### config.mk
export PLATFORM = sky130hd
export DESIGN_NAME = aes_state_serializer
export DESIGN_NICKNAME = d
export VERILOG_FILES = /design/src/rtl/aes_state_serializer.sv
export SDC_FILE = /design/constraint.sdc
export NUM_CORES = 1
export LEC_CHECK = 0
export BUFFER_PORTS_ARGS = -buffer_cell sky130_fd_sc_hd__buf_4
export CAP_MARGIN = 5
export CELL_PAD_IN_SITES_DETAIL_PLACEMENT = 0
export CELL_PAD_IN_SITES_GLOBAL_PLACEMENT = 2
export CORE_MARGIN = 5
export CORE_UTILIZATION = 35
export DETAILED_ROUTE_END_ITERATION = 10
export PLACE_DENSITY_LB_ADDON = 0.1
export REMOVE_ABC_BUFFERS = 1
export SETUP_SLACK_MARGIN = 0.15
export SLEW_MARGIN = 20
export SYNTH_ARGS = -nofsm -noshare
export SYNTH_HDL_FRONTEND = slang
export SYNTH_SLANG_ARGS = --single-unit
### constraint.sdc
create_clock -name clk -period 1.98 [get_ports clk]
set_input_delay 0.594 -clock clk [delete_from_list [all_inputs] [get_ports clk]]
set_output_delay 0.594 -clock clk [all_outputs]
set_load 0.02 [all_outputs]
### src/rtl/aes_state_serializer.sv
// Purpose : unload one parallel AES word (ELEMENTS bytes, element 0 first) onto a byte-wide valid/ready stream.
// Latency : word accepted at edge N presents byte 0 right after edge N; one byte per accepted beat after that.
// Backpr. : o/o_valid/o_last/counter hold while o_ready=0; a new word can load on the edge the last byte leaves.
//
// Ports:
//   clk, resetn          clock (rising edge), asynchronous active-low reset
//   i_valid/i_ready/i    parallel word input handshake; i[0] is emitted first
//   flush                synchronous abort of the word in progress (buffer contents kept)
//   o_valid/o_ready/o    byte output handshake
//   o_last               marks element ELEMENTS-1
//   busy                 a word is held and being emitted
module aes_state_serializer #(
  parameter int ELEMENTS = 16,
  parameter int CW       = 4
) (
  input  logic                     clk,
  input  logic                     resetn,
  input  logic                     i_valid,
  output logic                     i_ready,
  input  logic [ELEMENTS-1:0][7:0] i,
  input  logic                     flush,
  output logic                     o_valid,
  input  logic                     o_ready,
  output logic [7:0]               o,
  output logic                     o_last,
  output logic                     busy
);

  localparam logic [0:0] IDLE  = 1'b0;
  localparam logic [0:0] SHIFT = 1'b1;

  localparam logic [CW-1:0] LAST_IDX = CW'(ELEMENTS - 1);

  logic [0:0]               state_q;
  logic [CW-1:0]            cnt_q;
  logic [ELEMENTS-1:0][7:0] hold_q;

  logic load;
  logic xfer;

  assign o_valid = (state_q == SHIFT);
  assign busy    = (state_q == SHIFT);
  assign o_last  = (state_q == SHIFT) && (cnt_q == LAST_IDX);
  assign o       = hold_q[cnt_q];

  // Accepting while the final byte leaves removes the bubble between words.
  assign i_ready = (state_q == IDLE) || ((state_q == SHIFT) && o_last && o_ready);

  // Flush wins over both handshakes even though i_ready may read high.
  assign load = i_valid && i_ready && !flush;
  assign xfer = o_valid && o_ready && !flush;

  always_ff @(posedge clk or negedge resetn) begin
    if (!resetn) begin
      state_q <= IDLE;
      cnt_q   <= '0;
      hold_q  <= '0;
    end else if (flush) begin
      state_q <= IDLE;
      cnt_q   <= '0;
    end else if (load) begin
      // Covers both the IDLE load and the back-to-back load on the last byte.
      hold_q  <= i;
      cnt_q   <= '0;
      state_q <= SHIFT;
    end else if (xfer) begin
      if (o_last) begin
        cnt_q   <= '0;
        state_q <= IDLE;
      end else begin
        cnt_q <= cnt_q + CW'(1);
      end
    end
  end

endmodule

==> key figures, run 1 <==
Outcome
  – Status: finished with violations
  – Violated checks: setup timing

Synthesis
  – Sequential share of the synthesized area: 0.502
  – Post-synthesis register bit count: approximately 130
  – Mapped Cells: 403
  – Post-Synth XOR/XNOR Area: 0.00132
  – Largest family of logic cells by synthesized area: multiplexers
  – Yosys warns: 0
  – Syn_area_per_cell: ~16 um^2
  – Complex-gate fraction of the synthesized area: 0.0453
  – Simple-Gate Fraction of Synth Area: 0.0177
  – Synthesized cell area: ~6600 um^2
  – Mux contribution to synthesized area: 0.377
  – Post-synth cell types: 30
  – Post-synthesis adder-cell area fraction: 0.00189

Worst setup path
  – Worst R2R Path Depth: 8
  – Crit path required time: about 1.4 ns
  – Crit-path max FO: 24
  – Worst Path Arrival: about 2.1 ns
  – Critical path class: reg -> out
  – Startpoint Class: flop
  – Crit path capture type: output pin

Route
  – Antenna viol nets, final: 0
  – Detailed-route wire length per cell: between 15 and 20 um
  – First drt pass iteration count: 4
  – Routed wire length: approximately 16 mm
  – Detailed-route via count: between 4000 and 5000
  – Initial DRC Count: 158
  – Residual DRC count: 0
  – Post-DR vias/cell: roughly 4.9

Clock tree
  – Skew-Pair Late Insertion Delay: around 0.41 ns
  – Clock Pin Slew Worst Setup and Hold Paths: 0.06 ns
  – Clock sink count: between 100 and 150
  – CTS H-Tree Depth: 4
  – CTS Buf Count: 17
  – CTS tree: done
  – Worst-case clock buffer depth: 2
  – Clock Tree Root: clkbuf_16

Pwr
  – Pwr dens: a little over 900 nW/um^2
  – Int Pwr: between 6 and 7 mW
  – Max VDD drop: between 400 and 500 uV
  – Leak pwr: just over 4 nW
  – Pwr Total: ~8.3 mW
  – Comb pwr share: 0.202
  – Switching Power: 2.03 mW
  – Switching Share: 0.245
  – Clk network pwr share: 0.373
  – Flop pwr share: 0.424

Timing
  – Skew final: 0.00665 ns
  – Final WS setup: -0.697 ns
  – Crit path time final: 2.68 ns
  – Relative slew slack: 0.597
  – Final hold vios: 0
  – Final period utilization: 1.35
  – Worst Tran Pin Value: 0.604 ns
  – Fmax: roughly 0.37 GHz
  – Hold Slack: ~0.089 ns
  – Slew Viols, Final: 0
  – RSZ-0062 raised after global routing: true
  – Final Setup Violations: 133
  – Final setup TNS: -13.09 ns

Placement
  – Placement Setup Slack: -0.322 ns
  – Final GP Congestion: around 0.76
  – PortBufs: ~140
  – DPL Wire Length: around 11 mm

Cells and area
  – Area added between synthesis and finish: 34.6%
  – Most frequent cells in the layout: buf_4 (163), dfrtp_1 (131), mux2_4 (101), mux2i_1 (31), mux2_2 (27)
  – Layout cells sized above 1: 0.643
  – Final nets: between 700 and 800
  – Most common cell after layout, fill and taps aside: buf_4
  – Ant diodes: 0
  – Layout Utilization: 0.477

Min path
  – Worst hold-check path type: in -> async

GRT
  – Largest net degree at the start of global routing: 48
  – Met3 GRT Util: 0.0463
  – Grt total ovfl: 0
  – Vias in the first global route: ~4700
  – Met1 Use GR: 0.200
  – Antenna violations before repair: 0
  – All-Layer GR Usage: 0.152
  – Global-route wire length before repair: about 26 mm
  – M2 GR Usage: 0.242
  – Grt peak-use layer: met2

Floorplan
  – Core area: ~19000 um^2
  – Die Area: 21800 um^2
  – Starting Density: 0.354
  – I/O Pins: 145
  – Num rows: 50
  – Die H: around 150 um
  – Die X-Extent: ~150 um

Job
  – Max-cap viol count: 0
[cells by family (layout without fill, tap and decap cells)]
group	count (synthesis)	in the layout
adders and majority gates	1	1
xor gates and xnor gates	1	1
muxes	176	176
DFF	133	133
AOI/OAI and AO/OA	40	40
buffers and inverters	30	223
and+or+nand+nor	22	22
[path summary, 6_finish.rpt]
kind / startpoint / endpoint / slack, ns
setup reg to reg: cnt_q[0] / hold_q[37] / -0.11
hold / removal: resetn / hold_q[4] / 0.09
min in group clk: i_valid / cnt_q[2] / 0.40
max in group asynchronous: resetn / hold_q[40] / 1.29
setup / recovery: cnt_q[0] / o[3] / -0.70
hold reg to reg: hold_q[30] / hold_q[30] / 0.50
[stage by stage]
| step | area (um^2) | instances |
|---|---|---|
| after floorplan | 6270 | 374 |
| after global placement | 8180 | 795 |
| after detailed placement | 8180 | 795 |
| after CTS | 8870 | 829 |
| after global routing | 8920 | 830 |
| final | 8920 | 830 |
[synth_stat cells]
| library cell | number | area share |
|---|---|---|
| a211oi_1 | 2 | 0.0023 |
| nor2_1 | 1 | 0.00057 |
| clkbuf_1 | 4 | 0.0023 |
| and2_1 | 1 | 0.00094 |
| and4_1 | 1 | 0.0013 |
| inv_1 | 1 | 0.00057 |
| a2111oi_0 | 1 | 0.0013 |
| nor2b_1 | 2 | 0.0019 |
| mux2_4 | 101 | 0.23 |
| dfrtp_1 | 133 | 0.50 |
| a21oi_1 | 1 | 0.00075 |
| ha_1 | 1 | 0.0019 |
| buf_8 | 2 | 0.0045 |
| buf_4 | 7 | 0.0079 |
| mux2i_1 | 32 | 0.048 |
| buf_12 | 11 | 0.033 |
| nand2_1 | 12 | 0.0068 |
| a22oi_1 | 8 | 0.0091 |
| buf_6 | 2 | 0.0034 |
| and3b_4 | 1 | 0.0019 |
| nand2_2 | 1 | 0.00094 |
| o41ai_1 | 2 | 0.0026 |
| a221oi_1 | 17 | 0.022 |
| mux4_2 | 16 | 0.054 |
| o21ai_0 | 9 | 0.0068 |
| buf_2 | 3 | 0.0023 |
| mux2_2 | 27 | 0.046 |
| nand4_2 | 1 | 0.0019 |
| xor2_1 | 1 | 0.0013 |
| nand3_1 | 2 | 0.0015 |
[area by class of cell]
type / instances / area [um^2]
clock buffer: 20 / 447
clock inverter: 12 / 131
fill: 1644 / 9780
multi-input combinational: 240 / 3020
sequential: 133 / 3330
timing repair buffer: 190 / 1690
tap: 234 / 293
inverter: 1 / 3.75
[power by group through the flow]
| stage | Clock, mW | Sequential [mW] | Combinational, mW |
|---|---|---|---|
| after floorplan | 0 | 3.48 | 1.09 |
| after global placement | 0 | 3.54 | 1.61 |
| after detailed placement | 0 | 3.55 | 1.64 |
| after CTS | 3.19 | 3.51 | 1.68 |
| after global routing | 3.31 | 3.57 | 1.80 |
| final | 3.09 | 3.51 | 1.67 |
[per-layer routing]
metal,up-vias,wire (um),part of all wire
met5,-,0,0
met4,0,212,0.013
met3,10,849,0.053
met2,95,7830,0.48
met1,2069,7260,0.45
li1,1884,-,-
[critical path, stage by stage (launching register included)]
cell     delay, ns
dfrtp_4       0.46
buf_12        0.23
mux4_2        0.53
a22oi_1       0.20
nand2_1       0.08
buf_4         0.16
[state kept, by name, summed over array words and instances, names as in the netlist]
register  count
cnt_q         4
busy          1
hold_q      128
[repair_timing]
item,CTS,global route
endpoints found under the setup margin,140,140
gates cloned,1,0
pin swaps,2,3
buffers inserted,1,1
endpoints found under the hold margin,0,0
hold buffers,0,0
resized for setup,15,13
Note: power is estimated with default switching activity, not from simulation.
==> run 2, diff against run 1 <==
--- a/config.mk
+++ b/config.mk
@@ -10,7 +10,7 @@
 export CELL_PAD_IN_SITES_DETAIL_PLACEMENT = 0
 export CELL_PAD_IN_SITES_GLOBAL_PLACEMENT = 2
 export CORE_MARGIN = 5
-export CORE_UTILIZATION = 35
+export CORE_UTILIZATION = 42
 export DETAILED_ROUTE_END_ITERATION = 10
 export PLACE_DENSITY_LB_ADDON = 0.1
 export REMOVE_ABC_BUFFERS = 1
==> constraint.sdc (replaced) <==
create_clock -name clk -period 3.4 [get_ports clk]
set_input_delay 1.02 -clock clk [delete_from_list [all_inputs] [get_ports clk]]
set_output_delay 1.02 -clock clk [all_outputs]
set_load 0.02 [all_outputs]
==> run 2 against run 1 <==
Compared with the run above:
- the flow now finishes without violations
- non-clock buffer count fell by 27
- critical path depth did not move
- worst setup slack improved by 0.96 ns
- first-iteration DRC count fell by 41%
- combinational power fell by 45%
- final area fell by 4.3%
- via count fell by 3.9%
- core utilization rose by 6.8 points
- cell count fell by 5.4%
- largest power group unchanged
==> key figures, run 2 (same netlist as run 1, synthesis figures left out) <==
Outcome
  – Status: complete, no violations

Worst setup path
  – Worst R2R Path Depth: 7
  – Slowest Stage Delay on Critical Path: about 0.52 ns
  – WP buf/inv: 2
  – Crit-path max FO: 9
  – CP most frequent cell: buf_4
  – R2R Path Start: cnt_q[1]
  – Worst reg2reg endpoint: hold_q[40]
  – Critical path class: reg -> out
  – Slowest cell on crit path: mux4_2
  – Reg2Reg Setup Slack: just under 0.9 ns
  – Crit path capture type: output pin
  – Startpoint Class: flop
  – Crit path required time: between 2 and 2.5 ns
  – CP Cell Sequence: buf_4, mux4_2, a22oi_1, nand2_1, buf_4
  – Worst Path Arrival: roughly 2.1 ns
  – Crit-path leading delay family: multiplexers

Cells and area
  – Final nets: 690
  – Area added between synthesis and finish: 28.8%
  – Design area: 8540 um^2
  – Final std cells w/o fill: a little under 800
  – Ant diodes: 0
  – Most frequent cells in the layout: buf_4 (155), dfrtp_1 (132), mux2_4 (101), mux2i_1 (32), mux2_2 (27)
  – Max reg flops: 128
  – Most common cell after layout, fill and taps aside: buf_4
  – Number of fill cells: between 1000 and 1500
  – Largest Register: hold_q
  – Multi-input gate area: 2980 um^2
  – Layout cells sized above 1: 0.612
  – Register area: between 3000 and 4000 um^2

Placement
  – PortBufs: around 140
  – Placed cell area: 7790 um^2
  – Final GP Congestion: around 0.75
  – Number of instances in the placed design: ~750
  – DPL Wire Length: around 10 mm

Clock tree
  – Clock Tree Root: clkbuf_16
  – Skew-Pair Late Insertion Delay: between 0.4 and 0.5 ns
  – CTS H-Tree Depth: 4
  – Clock sink count: between 100 and 150
  – CTS tree: done
  – CTS Buf Count: 17
  – Worst-case clock buffer depth: 2
  – Clock Pin Slew Worst Setup and Hold Paths: 0.06 ns

Timing
  – Final hold vios: 0
  – Hold Slack: between 0.5 and 0.6 ns
  – Crit path time final: 3.13 ns
  – Relative slew slack: 0.641
  – Skew final: around 0.0086 ns
  – Final Setup Violations: 0
  – Worst Tran Pin Value: 0.538 ns
  – Fmax: between 0.3 and 0.4 GHz
  – RSZ-0062 raised after global routing: true
  – Slew Viols, Final: 0
  – Final setup TNS: 0 ns
  – Final period utilization: 0.922

Floorplan
  – Core area: 15700 um^2
  – Die H: 136 um
  – Starting Density: 0.423
  – Die Area: 18400 um^2
  – Num rows: 46
  – I/O Pins: between 100 and 150
  – Die X-Extent: ~140 um

Min path
  – Worst hold start: hold_q[16]
  – Hold Path Depth: 1
  – Hold EP: hold_q[16]
  – Worst hold-check path type: reg -> reg

Route
  – Detailed-route wire length per cell: approximately 19 um
  – Routed wire length: around 15 mm
  – Initial DRC Count: 94
  – First drt pass iteration count: 6
  – Detailed-route via count: between 3000 and 4000
  – Post-DR vias/cell: approximately 5.0
  – Residual DRC count: 0
  – Antenna viol nets, final: 0

Job
  – Max-cap viol count: 0

Pwr
  – Max VDD drop: 345 uV
  – Pwr dens: between 500 and 600 nW/um^2
  – Leak pwr: between 3 and 4 nW

GRT
  – Grt total ovfl: 0
  – Vias in the first global route: 4366
  – Antenna violations before repair: 0
  – Largest net degree at the start of global routing: slightly below 60
  – All-Layer GR Usage: 0.170
  – Global-route wire length before repair: between 20 and 25 mm
-- run 2: cell count changes in the layout (fill, tap and decap cells not counted), moves of 2 or more --
cell,before,now
buf_4,163,155
a221oi_2,11,5
clkinv_4,3,0
bufinv_16,2,5
clkbuf_8,1,3
clkinvlp_4,4,2
buf_12,17,5
buf_6,9,3
a221oi_1,6,12
-- run 2: worst max path at each step --
stage / startpoint / endpoint / slack, ns / cells past startpoint
2_1_floorplan: cnt_q[0] / hold_q[16] / -1.32 / 5
3_3_place_gp: cnt_q[0] / o[5] / 0.46 / 5
3_5_place_dp: cnt_q[2] / o[6] / 0.39 / 5
4_1_cts: cnt_q[0] / o[6] / 0.18 / 5
5_1_grt: cnt_q[1] / o[1] / 0.10 / 6
6_report: cnt_q[0] / o[1] / 0.27 / 5
-- run 2: report_power, final --
part | leakage, nW | switching [mW] | internal [mW] | total (mW)
Sequential | 1.57 | 0.167 | 1.88 | 2.05
Combinational | 1.97 | 0.297 | 0.618 | 0.915
Clock | 0.317 | 0.660 | 1.36 | 2.02
-- run 2: layout make-up --
type,instances,share of cell area
clock buffers,23,0.0560
clock inverters,9,0.0202
inverters,1,0.000879
multi-input cells,240,0.349
flip-flops and latches,133,0.390
well taps,216,0.0317
repair buffers,163,0.152
-- run 2: what timing repair did --
item	in CTS	in global routing
pin swaps	0	0
setup endpoints to repair	8	8
resized for setup	1	9
hold buffers	0	0
setup buffers	2	3
hold endpoints to repair	0	0
-- run 2: per-layer routing --
| metal | up-vias | share of wire | routed length (um) | GRT usage |
|---|---|---|---|---|
| met2 | 107 | 0.48 | 7200 | 0.266 |
| li1 | 1821 | - | - | - |
| met1 | 1963 | 0.46 | 6830 | 0.233 |
| met4 | 0 | 0.0070 | 104 | 0.0420 |
| met5 | - | 0 | 0 | 0 |
| met3 | 8 | 0.054 | 808 | 0.0498 |
-- run 2: per-stage QoR --
stage	power [mW]	setup WS, ns	utilization
after floorplan	2.66	-1.32	-
after global placement	2.97	0.458	0.498
after detailed placement	2.99	0.389	0.498
after CTS	5.04	0.184	0.540
after global routing	5.21	0.102	0.545
final	4.98	0.267	0.545
-- run 2: worst register-to-register path, delay by kind of cell (launching register included) --
kind,cells,cell delay [ns]
buf+inv,2,0.76
flops,1,0.50
simple gates,3,0.49
mux,1,0.41
fa+ha+maj,1,0.23
